===== config.mk =====
export PLATFORM = sky130hd
export DESIGN_NAME = mod_addsub_seq_flat
export DESIGN_NICKNAME = d
export VERILOG_FILES = /design/src/rtl/mod_arith_pkg.sv /design/src/rtl/mod_addsub_seq_if.sv /design/src/rtl/mod_addsub_seq_pass_watchdog.sv /design/src/rtl/mod_addsub_seq.sv /design/src/flat_wrapper.sv
export SDC_FILE = /design/constraint.sdc
export NUM_CORES = 2
export LEC_CHECK = 0
export CAP_MARGIN = 30
export CORE_AREA = 5 5 705 707
export CTS_CLUSTER_SIZE = 40
export DETAILED_ROUTE_END_ITERATION = 10
export DIE_AREA = 0 0 710 712
export HOLD_SLACK_MARGIN = 0.12
export PLACE_DENSITY_LB_ADDON = 0.08
export RECOVER_POWER = 100
export SYNTH_ARGS = -nofsm -noshare
export SYNTH_HDL_FRONTEND = slang
export SYNTH_SLANG_ARGS = --single-unit

===== constraint.sdc =====
create_clock -name clk -period 2.8 [get_ports clk]
set_clock_uncertainty 0.15 [all_clocks]
set_input_delay 0.84 -clock clk [delete_from_list [all_inputs] [get_ports clk]]
set_output_delay 0.84 -clock clk [all_outputs]
set_load 0.01 [all_outputs]

===== src/rtl/mod_arith_pkg.sv =====
// Shared types and constants for the modular-arithmetic sequencers.
package mod_arith_pkg;

  localparam int unsigned WIDTH       = 256;
  localparam int unsigned SEQ_TIMEOUT = 64;
  localparam int unsigned SEQ_TW      = 7;

  typedef logic [WIDTH-1:0] word_t;

  typedef enum logic [2:0] {
    IDLE   = 3'd0,
    P1_RUN = 3'd1,
    GAP    = 3'd2,
    P2_RUN = 3'd3,
    RESP   = 3'd4
  } seq_state_e;

  localparam logic OP_ADD = 1'b0;
  localparam logic OP_SUB = 1'b1;

endpackage


===== src/rtl/mod_addsub_seq_if.sv =====
// Request/response and shared-adder bus of the add/sub sequencer.
interface mod_addsub_seq_if;
  import mod_arith_pkg::*;

  logic  req_valid;
  logic  req_ready;
  logic  req_op;
  word_t req_a;
  word_t req_b;
  word_t mod_p;
  logic  rsp_valid;
  logic  rsp_ready;
  word_t rsp_data;
  logic  rsp_err;
  logic  add_start;
  word_t add_a;
  word_t add_b;
  logic  add_ci;
  word_t add_s;
  logic  add_co;
  logic  add_done;

  // Environment view: requester, response consumer and adder.
  modport master (
    output req_valid, req_op, req_a, req_b, mod_p, rsp_ready,
    output add_s, add_co, add_done,
    input  req_ready, rsp_valid, rsp_data, rsp_err,
    input  add_start, add_a, add_b, add_ci
  );

  // Sequencer view.
  modport slave (
    input  req_valid, req_op, req_a, req_b, mod_p, rsp_ready,
    input  add_s, add_co, add_done,
    output req_ready, rsp_valid, rsp_data, rsp_err,
    output add_start, add_a, add_b, add_ci
  );

endinterface


===== src/rtl/mod_addsub_seq_pass_watchdog.sv =====
// Per-pass cycle counter; term_c_o flags the TIMEOUT-th cycle of a pass.
module pass_watchdog #(
  parameter int unsigned TIMEOUT = 64,
  parameter int unsigned TW      = 7
) (
  input  logic clk,
  input  logic rst_n,
  input  logic clr_i,
  input  logic en_i,
  output logic term_c_o
);

  logic [TW-1:0] cnt_q, cnt_d;

  always_comb begin
    cnt_d = cnt_q;
    if (clr_i) begin
      cnt_d = '0;
    end else if (en_i) begin
      cnt_d = cnt_q + TW'(1);
    end
  end

  always_ff @(posedge clk or negedge rst_n) begin
    if (!rst_n) begin
      cnt_q <= '0;
    end else begin
      cnt_q <= cnt_d;
    end
  end

  // Count starts at 0 in the first pass cycle, so TIMEOUT-1 marks the last allowed one.
  assign term_c_o = en_i && (cnt_q == TW'(TIMEOUT - 1));

endmodule


===== src/rtl/mod_addsub_seq.sv =====
// Two-pass (A +/- B) mod P sequencer driving a shared multi-cycle adder.
module mod_addsub_seq
  import mod_arith_pkg::*;
#(
  parameter int unsigned TIMEOUT = SEQ_TIMEOUT,
  parameter int unsigned TW      = SEQ_TW
) (
  input  logic           clk,
  input  logic           rst_n,
  mod_addsub_seq_if.slave bus
);

  localparam logic [2:0] S_IDLE = 3'(IDLE);
  localparam logic [2:0] S_P1   = 3'(P1_RUN);
  localparam logic [2:0] S_GAP  = 3'(GAP);
  localparam logic [2:0] S_P2   = 3'(P2_RUN);
  localparam logic [2:0] S_RESP = 3'(RESP);

  logic [2:0] state_q, state_d;
  word_t      a_q, a_d, b_q, b_d, p_q, p_d, t_q, t_d, res_q, res_d;
  logic       op_q, op_d, c1_q, c1_d, err_q, err_d;

  logic       add_start_q, add_start_d;
  word_t      add_a_q, add_a_d, add_b_q, add_b_d;
  logic       add_ci_q, add_ci_d;
  logic       req_ready_q, req_ready_d;
  logic       rsp_valid_q, rsp_valid_d;

  logic       in_run_c, wdog_clr_c, wdog_term_c;

  pass_watchdog #(.TIMEOUT(TIMEOUT), .TW(TW)) u_wdog (
    .clk      (clk),
    .rst_n    (rst_n),
    .clr_i    (wdog_clr_c),
    .en_i     (in_run_c),
    .term_c_o (wdog_term_c)
  );

  // Next state, datapath registers and next values of the registered outputs.
  always_comb begin
    state_d     = state_q;
    a_d         = a_q;
    b_d         = b_q;
    p_d         = p_q;
    t_d         = t_q;
    res_d       = res_q;
    op_d        = op_q;
    c1_d        = c1_q;
    err_d       = err_q;
    add_start_d = 1'b0;
    add_a_d     = '0;
    add_b_d     = '0;
    add_ci_d    = 1'b0;
    req_ready_d = 1'b0;
    rsp_valid_d = 1'b0;
    in_run_c    = (state_q == S_P1) || (state_q == S_P2);
    wdog_clr_c  = 1'b0;

    case (state_q)
      S_IDLE: begin
        if (bus.req_valid) begin
          a_d     = bus.req_a;
          b_d     = bus.req_b;
          p_d     = bus.mod_p;
          op_d    = bus.req_op;
          state_d = S_P1;
        end
      end
      S_P1: begin
        if (bus.add_done) begin
          t_d     = bus.add_s;
          c1_d    = bus.add_co;
          state_d = S_GAP;
        end else if (wdog_term_c) begin
          res_d   = '0;
          err_d   = 1'b1;
          state_d = S_RESP;
        end
      end
      S_GAP: begin
        // A subtraction without borrow is already reduced.
        if ((op_q == OP_SUB) && c1_q) begin
          res_d   = t_q;
          state_d = S_RESP;
        end else begin
          state_d = S_P2;
        end
      end
      S_P2: begin
        if (bus.add_done) begin
          if (op_q == OP_ADD) begin
            res_d = (c1_q || bus.add_co) ? bus.add_s : t_q;
          end else begin
            res_d = bus.add_s;
          end
          state_d = S_RESP;
        end else if (wdog_term_c) begin
          res_d   = '0;
          err_d   = 1'b1;
          state_d = S_RESP;
        end
      end
      S_RESP: begin
        if (bus.rsp_ready) begin
          res_d   = '0;
          err_d   = 1'b0;
          state_d = S_IDLE;
        end
      end
      default: state_d = S_IDLE;
    endcase

    wdog_clr_c = ((state_d == S_P1) && (state_q != S_P1)) ||
                 ((state_d == S_P2) && (state_q != S_P2));

    // Pass 1 forms A+B or A+~B+1; pass 2 forms T-P (add) or T+P (sub).
    if (state_d == S_P1) begin
      add_start_d = 1'b1;
      add_a_d     = a_d;
      add_b_d     = (op_d == OP_SUB) ? ~b_d : b_d;
      add_ci_d    = (op_d == OP_SUB);
    end else if (state_d == S_P2) begin
      add_start_d = 1'b1;
      add_a_d     = t_d;
      add_b_d     = (op_d == OP_ADD) ? ~p_d : p_d;
      add_ci_d    = (op_d == OP_ADD);
    end

    req_ready_d = (state_d == S_IDLE);
    rsp_valid_d = (state_d == S_RESP);
  end

  always_ff @(posedge clk or negedge rst_n) begin
    if (!rst_n) begin
      state_q     <= S_IDLE;
      a_q         <= '0;
      b_q         <= '0;
      p_q         <= '0;
      t_q         <= '0;
      res_q       <= '0;
      op_q        <= 1'b0;
      c1_q        <= 1'b0;
      err_q       <= 1'b0;
      add_start_q <= 1'b0;
      add_a_q     <= '0;
      add_b_q     <= '0;
      add_ci_q    <= 1'b0;
      req_ready_q <= 1'b1;
      rsp_valid_q <= 1'b0;
    end else begin
      state_q     <= state_d;
      a_q         <= a_d;
      b_q         <= b_d;
      p_q         <= p_d;
      t_q         <= t_d;
      res_q       <= res_d;
      op_q        <= op_d;
      c1_q        <= c1_d;
      err_q       <= err_d;
      add_start_q <= add_start_d;
      add_a_q     <= add_a_d;
      add_b_q     <= add_b_d;
      add_ci_q    <= add_ci_d;
      req_ready_q <= req_ready_d;
      rsp_valid_q <= rsp_valid_d;
    end
  end

  assign bus.req_ready = req_ready_q;
  assign bus.rsp_valid = rsp_valid_q;
  assign bus.rsp_data  = res_q;
  assign bus.rsp_err   = err_q;
  assign bus.add_start = add_start_q;
  assign bus.add_a     = add_a_q;
  assign bus.add_b     = add_b_q;
  assign bus.add_ci    = add_ci_q;

endmodule


===== src/flat_wrapper.sv =====
// flat-port wrapper written by rule: the top's interface ports become plain ports
module mod_addsub_seq_flat import mod_arith_pkg::*;
#(
  parameter int unsigned TIMEOUT = SEQ_TIMEOUT,
  parameter int unsigned TW      = SEQ_TW
)
  (clk, rst_n, bus_req_valid, bus_req_op, bus_req_a, bus_req_b, bus_mod_p, bus_rsp_ready, bus_add_s, bus_add_co, bus_add_done, bus_req_ready, bus_rsp_valid, bus_rsp_data, bus_rsp_err, bus_add_start, bus_add_a, bus_add_b, bus_add_ci);
  mod_addsub_seq_if bus_i ();
  input  logic clk;
  input  logic rst_n;
  input wire logic [$bits(bus_i.req_valid)-1:0] bus_req_valid;
  input wire logic [$bits(bus_i.req_op)-1:0] bus_req_op;
  input wire logic [$bits(bus_i.req_a)-1:0] bus_req_a;
  input wire logic [$bits(bus_i.req_b)-1:0] bus_req_b;
  input wire logic [$bits(bus_i.mod_p)-1:0] bus_mod_p;
  input wire logic [$bits(bus_i.rsp_ready)-1:0] bus_rsp_ready;
  input wire logic [$bits(bus_i.add_s)-1:0] bus_add_s;
  input wire logic [$bits(bus_i.add_co)-1:0] bus_add_co;
  input wire logic [$bits(bus_i.add_done)-1:0] bus_add_done;
  output wire logic [$bits(bus_i.req_ready)-1:0] bus_req_ready;
  output wire logic [$bits(bus_i.rsp_valid)-1:0] bus_rsp_valid;
  output wire logic [$bits(bus_i.rsp_data)-1:0] bus_rsp_data;
  output wire logic [$bits(bus_i.rsp_err)-1:0] bus_rsp_err;
  output wire logic [$bits(bus_i.add_start)-1:0] bus_add_start;
  output wire logic [$bits(bus_i.add_a)-1:0] bus_add_a;
  output wire logic [$bits(bus_i.add_b)-1:0] bus_add_b;
  output wire logic [$bits(bus_i.add_ci)-1:0] bus_add_ci;
  assign bus_i.req_valid = bus_req_valid;
  assign bus_i.req_op = bus_req_op;
  assign bus_i.req_a = bus_req_a;
  assign bus_i.req_b = bus_req_b;
  assign bus_i.mod_p = bus_mod_p;
  assign bus_i.rsp_ready = bus_rsp_ready;
  assign bus_i.add_s = bus_add_s;
  assign bus_i.add_co = bus_add_co;
  assign bus_i.add_done = bus_add_done;
  assign bus_req_ready = bus_i.req_ready;
  assign bus_rsp_valid = bus_i.rsp_valid;
  assign bus_rsp_data = bus_i.rsp_data;
  assign bus_rsp_err = bus_i.rsp_err;
  assign bus_add_start = bus_i.add_start;
  assign bus_add_a = bus_i.add_a;
  assign bus_add_b = bus_i.add_b;
  assign bus_add_ci = bus_i.add_ci;
  mod_addsub_seq #(.TIMEOUT(TIMEOUT), .TW(TW)) u_core (.clk(clk), .rst_n(rst_n), .bus(bus_i));
endmodule

==> summary.md <==
| Metric | Value |
|---|---|
| Status | finished with violations |
| Critical path launch point | u_core.u_wdog.cnt_q[0] |
| Initial Utilization | 0.173 |
| Num CTS Buffers | 241 |
| P per Cell Area | 1240 nW/um^2 |
| Synth Flop Type | dfrtp_1 |
| 1st-pass router iterations | 5 |
| Via density | 4.06 |
| Latest clock arrival within the worst-skew pair | 920 ps |
| FFs w/ async S/R, synth | 1.00 |
| RD Place Congestion | 0.822 |
| Count of cell types in the netlist | 44 |
| Ys Warns | 0 |
| Fin. Hold Viols | 0 |
| TritonCTS clock tree | built |
| Top cell type's share of synthesized area | 0.536 |
| Root Buffer | clkbuf_16 |
| R2R Path Start | u_core.u_wdog.cnt_q[0] |
| Core area | 489,000 sq um |
| Number of routed nets with antenna violations | 0 |
| Peak supply drop | 0.650 mV |
| Period minus WS final | 2740 ps |
| Htree depth | 4 |
| Layout cells sized above 1 | 0.114 |
| Failing checks | max-capacitance violations, max-slew violations |
| DP Area | 116,000 sq um |
| F_max | 365 MHz |
| Synth Cell Area | 84,400 sq um |
| Post-synth EDFFs | 0 |
| Vias in the first global route | 75,900 |
| Synthesized instance count | 8,998 |
| DR iter-0 viols | 4,075 |
| Die area | 506,000 sq um |
| Die H | 712 microns |
| Row cnt | 257 |
| Clock Sinks | 1,809 |
| Global route overflow | 0 |
| CP arrival | 3370 ps |
| Vias | 72,200 |
| Fin Hold WS | 310 ps |
| Area Growth Syn to Fin | 43.8% |
| Critical Path Sink Type | flip-flop |
| Worst-path clk slew | 60 ps |
| Critical R2R Capture | u_core.bus.add_b[81] |
| Hpwl dp | 367 mm |
| Port Buf Inserts | 1,803 |
| Total routed wirelength | 475 mm |
| Largest net degree at the start of global routing | 101 |
| DRC Markers | 0 |
| Synth Register Bits | 1,809 |
| Post-synth top area cell | dfrtp_1 |
| Post-Syn Area per Cell | 9.38 sq um |
| Aggregate global-route resource usage | 0.181 |
| Overall Power | 150 mW |
| Worst Path Required | 3430 ps |
| Worst hold path class | in -> async |
| Worst slew margin | -0.0605 |
| Design area | 121,000 sq um |
| Max Cap Viol | 1 |
| Pre-CTS WS | -831 ps |
| Most common cell in the netlist | nand2_1 |
| Setup WS post-layout | 60.7 ps |
| Reg2reg path depth | 9 |
| Synth Net Count | 10,000 |
| Setup Crit Path Kind | reg -> reg |
| Area contributors post-synth | dfrtp_1 54%, nand2_1 14%, xor2_1 5.4% |
| CP Max Fanout | 24 |
| # setup viols final | 0 |
| Worst-Margin Slew | 1590 ps |
| CTS max path bufs | 4 |
| Leak Pwr | 54.8 nW |
| RSZ-0062 raised after global routing | no |
| Post-synth top cells | 3,082 x nand2_1, 1,808 x dfrtp_1, 523 x nor2_1, 516 x xor2_1, 514 x xnor2_1 |
| Initial antenna violation count | 236 |
| Chip width | 710 microns |
| Final #Nets | 12,100 |
| Sequential element share of the synthesized area | 0.536 |
| Slew Viols, Final | 56 |
| First-pass GRT wire length | 650 mm |
| Reg-to-reg slack, setup | 60 ps |
| I/O pins | 1,804 |
| Period utilization | 0.978 |
| Per-cell routed wire length | 26.7 microns |
| Type of origin of the critical path | flip-flop |
-- repair_timing --
| item | in CTS | in global routing |
|---|---|---|
| buffers inserted | 2 | 0 |
| cloned | 0 | 1 |
| endpoints found under the setup margin | 775 | 32 |
| hold buffers | 1 | 0 |
| pin swaps | 1 | 0 |
| resized for setup | 1151 | 16 |
| hold endpoints to repair | 276 | 0 |
-- layout make-up --
cell class | instances | area [sq um]
Multi-Input combinational cell | 6469 | 35800
Clock inverter | 70 | 738
Tap cell | 6475 | 8100
Fill cell | 53000 | 368000
Clock buffer | 361 | 7100
Antenna cell | 43 | 108
Sequential cell | 1809 | 45300
Timing Repair Buffer | 2546 | 24200
Inverter | 4 | 22.5
-- sequential cells by signal, indices dropped and copies added, names as in the netlist, 3 cells and up --
signal               count
u_core.a_q             256
u_core.b_q             256
u_core.bus.add_a       256
u_core.bus.add_b       256
u_core.bus.rsp_data    256
u_core.p_q             256
u_core.state_q           3
u_core.t_q             256
u_core.u_wdog.cnt_q      7
-- stage by stage --
stage / std cells / TNS, ps / util
2_1_floorplan: 8998 / 0 / -
3_3_place_gp: 17300 / -724460 / 0.236
3_5_place_dp: 17300 / -728330 / 0.236
4_1_cts: 17700 / -86.4 / 0.251
5_1_grt: 17800 / 0 / 0.248
6_report: 17800 / 0 / 0.248
-- metal layers --
layer  GRT usage  up-vias  share of wire
li1            -    33600              -
met1       0.212    35900           0.39
met4      0.0447       98          0.027
met3      0.0447      720          0.063
met2       0.329     1881           0.51
met5           0        -         0.0013
-- kinds of logic (layout without fill, tap and decap cells) --
kind of cell / count (synthesis) / after routing / synth area share
AND/OR/NAND/NOR: 3882 / 3882 / 0.183
flip-flops: 1809 / 1809 / 0.536
AO/OA/AOI/OAI: 1298 / 1298 / 0.100
XOR/XNOR: 1030 / 1030 / 0.107
buffers and inverters: 720 / 2981 / 0.0391
multiplexers: 258 / 258 / 0.0344
adder cells (fa/ha/maj): 1 / 1 / 0.000148
other: 0 / 43 / 0
-- report_power, final --
| group | switching (mW) | internal [mW] | leakage [nW] |
|---|---|---|---|
| Sequential | 6.88 | 38.1 | 22.9 |
| Combinational | 44.3 | 29.4 | 28.1 |
| Clock | 13.1 | 18.3 | 3.88 |
-- worst max-delay path: stages, from the launching register on --
cell      delay, ps
dfrtp_1         390
ha_1            240
nand4b_1        110
nor3_2           60
o32a_2          440
buf_12          190
buf_12          160
buf_4           310
a211oi_1        280
nor3_1           90
-- placed cells by master (no fill, tap or decap), types with 10 or more instances in the layout --
cell type	Yosys	routed
a22oi_1	257	256
clkbuf_8	0	53
nor2_1	523	522
xnor2_1	514	514
buf_12	0	171
buf_4	58	269
nor3_2	100	76
clkdlybuf4s50_1	0	1028
a21oi_1	261	260
o21ai_0	237	255
clkbuf_16	0	246
a211oi_1	512	505
dfrtp_2	0	48
clkbuf_2	0	70
clkdlybuf4s15_2	0	38
dlygate4sd2_1	0	639
mux2_1	0	191
xor2_1	516	516
nand2_1	3082	3082
bufinv_16	0	10
clkbuf_1	339	219
clkinv_2	0	50
mux2_2	257	66
clkbuf_4	2	122
clkdlybuf4s15_1	0	20
diode_2	0	43
dfrtp_1	1808	1759
buf_6	5	12
nor3_1	160	184
-- how the worst max path moves through the flow --
stage / slack, ps / depth (start not counted) / endpoint
3_3_place_gp: -830 / 9 / u_core.bus.rsp_data[110]
5_1_grt: 0.03 / 5 / u_core.p_q[247]
4_1_cts: -90 / 1 / bus_rsp_data[216]
3_5_place_dp: -830 / 9 / u_core.bus.rsp_data[110]
6_report: 60 / 9 / u_core.bus.add_b[81]
2_1_floorplan: 180 / 9 / u_core.bus.add_a[226]
(Power assumes the default switching activity.)
==> variant, RTL diff (same settings) <==
Change the package constant `SEQ_TW` from 7 to 6.
--- a/src/rtl/mod_arith_pkg.sv
+++ b/src/rtl/mod_arith_pkg.sv
@@ -5,3 +5,3 @@
   localparam int unsigned SEQ_TIMEOUT = 64;
-  localparam int unsigned SEQ_TW      = 7;
+  localparam int unsigned SEQ_TW      = 6;
 
Function: not settled (the Yosys comparison gave no result); the edit may change what the design does.
==> variant against the unedited design <==
Synthesized cell count decreased by 7.9%; cell area increased by 2.2%; sequential power decreased by 0.9%; worst hold slack got worse by 0.040 ns; total power increased by 2.3%; synthesized area increased by 3.9%; largest power group unchanged; sequential share of layout area decreased by 0.83 points; wire length increased by 5.4%; worst setup slack improved by 0.0041 ns; sequential cell count decreased by 1; global-route usage increased by 0.96 points; via count increased by 0.31%; cell count decreased by 4.0%.
==> variant: results (changes against the unedited design) <==
metric;value;unit;change
synthMuxAreaShare;6.60;%;was 3.44%
ys_top_cells_by_count;dfrtp_1 (1,807), nand2_1 (1,544), nor2_1 (521);;was nand2_1 (3,082), dfrtp_1 (1,808), nor2_1 (523)
grt_pass1_wl;677000;um;was 650,000 um
arrival;1.75;ns;was 3.37 ns
place.gp.congestion;0.877;;was 0.822
crit_path_max_fanout;1;;was 24
grt_pass1_vias;75300;;was 75,900
yosysUniqueCellTypes;51;;was 44
synth-xor-area-share;10.3;%;was 10.7%
crit_slowest_cell;dlygate4sd2_1;;was o32a_2
hp-class;in2async;;unchanged
reg2reg_from;u_core.state_q[2];;was u_core.u_wdog.cnt_q[0]
wl_met3;29900;um;was 30,000 um
htreeDepth;4;;unchanged
drtIter0Drc;4350;;was 4,075
clk_latency;0.95;ns;was 0.92 ns
worst_pin_slew;1.39;ns;was 1.59 ns
routed.top_layer;met5;;unchanged
fillers;52100;;was 53,000
cpLargestDelayFamily;buffers and inverters;;was compound AO/OA/AOI/OAI gates
p_leak;53.6;nW;was 54.8 nW
clk_pin_slew_worst_paths;0.06;ns;about the same
dp_hpwl;387000;um;was 367,000 um
synth_compound_area_share;15.6;%;was 10.0%
cts.root.buffer_cell;clkbuf_16;;unchanged
dr_wl_met2;255000;um;was 244,000 um
wl_met1;197000;um;was 187,000 um
drt-vias-per-instance;4.24;;was 4.06
drive_gt1_share;15.7;%;was 11.4%
reg2reg_slack;0.08;ns;was 0.06 ns
critPathMaxStageDelay;0.51;ns;was 0.44 ns
antenna_found_initial;292;;was 236
clk_path_buf_depth;4;;unchanged
wl_per_cell;29.3;um;was 26.7 um
layout.nets;11400;;was 12,100
status;completed;;was complete, but fails checks
synth_fa_ha_area_share;0.0143;%;was 0.0148%
gr-usage-all-layers;19.1;%;was 18.1%
dr.pass1.iters;7;;was 5
setup_viol;0;;unchanged
ys_seq_area_share;51.6;%;was 53.6%
netlist_top_cells_area;dfrtp_1 (52%), nand2_1 (6.6%), mux2_2 (6.6%);;was dfrtp_1 (54%), nand2_1 (14%), xor2_1 (5.4%)
synth.net_count;9316;;was 10,000
grt_max_degree;83;;was 101
port_buffers;1803;;unchanged
reg2reg_to;u_core.bus.rsp_data[4];;was u_core.bus.add_b[81]
worst-r2r-cell-count;7;;was 9
yosys_warnings;0;;unchanged
cts_inserted_buffers;241;;unchanged
ir_drop;0.851;mV;was 0.650 mV
async_flop_share;100;%;unchanged
[variant: area by class of cell]
type,instances,area (um^2),area share [%]
flip-flops and latches,1808,45300,36.5
multi-input cells,5702,37800,30.4
repair buffers,2569,24600,19.9
well taps,6475,8100,6.53
clock buffers,368,7200,5.80
clock inverters,68,885,0.713
diodes,74,185,0.149
inverters,3,11.3,0.00907
[variant: stage by stage]
step	hold WS, ns	TNS [ns]	cell area [um^2]	setup slack (ns)	cells
after floorplan	0.313	0	87700	0.383	8284
after global placement	0.323	-1058.78	118000	-1.29	16500
after detailed placement	0.324	-1037.91	118000	-1.26	16500
after CTS	0.191	0	125000	0.000116	17000
after global routing	0.198	-0.000357	124000	-0.000345	17000
final	0.270	0	124000	0.0648	17100
[variant: worst max-delay path by stage]
stage | endpoint | cells after the start | from
after floorplan | u_core.bus.add_b[225] | 8 | bus_add_done
after global placement | u_core.bus.add_b[2] | 9 | bus_add_done
after detailed placement | u_core.bus.add_b[2] | 9 | bus_add_done
final | bus_add_a[45] | 1 | u_core.bus.add_a[45]
after global routing | u_core.bus.add_b[213] | 4 | rst_n
after CTS | bus_add_b[221] | 1 | u_core.bus.add_b[221]
[variant: per-layer routing]
| metal | vias to the layer above | global-route usage [%] |
|---|---|---|
| met5 | - | 0 |
| li1 | 32700 | - |
| met1 | 36600 | 22.2 |
| met4 | 94 | 5.99 |
| met3 | 872 | 4.63 |
| met2 | 2084 | 34.2 |
[variant: power breakdown]
| part | total (mW) | switching, mW | internal (mW) |
|---|---|---|---|
| logic | 76.4 | 45.2 | 31.2 |
| clock network | 32.3 | 13.3 | 19.1 |
| registers | 44.6 | 6.68 | 37.9 |
| total | 153 | 65.2 | 88.2 |
[variant: logic make-up after synthesis]
group	count (synthesis)
buf+inv	774
flops	1808
xor+xnor	1028
compound gates	1814
mux	514
simple gates	2345
fa+ha+maj	1
[variant: timing repair]
| item | 4_1_cts | 5_1_grt |
|---|---|---|
| pin swaps | 1 | 0 |
| gates resized for setup | 1304 | 11 |
| hold buffers | 1 | 0 |
| endpoints found under the setup margin | 775 | 11 |
| hold endpoints to repair | 393 | 0 |
| setup buffers | 9 | 0 |
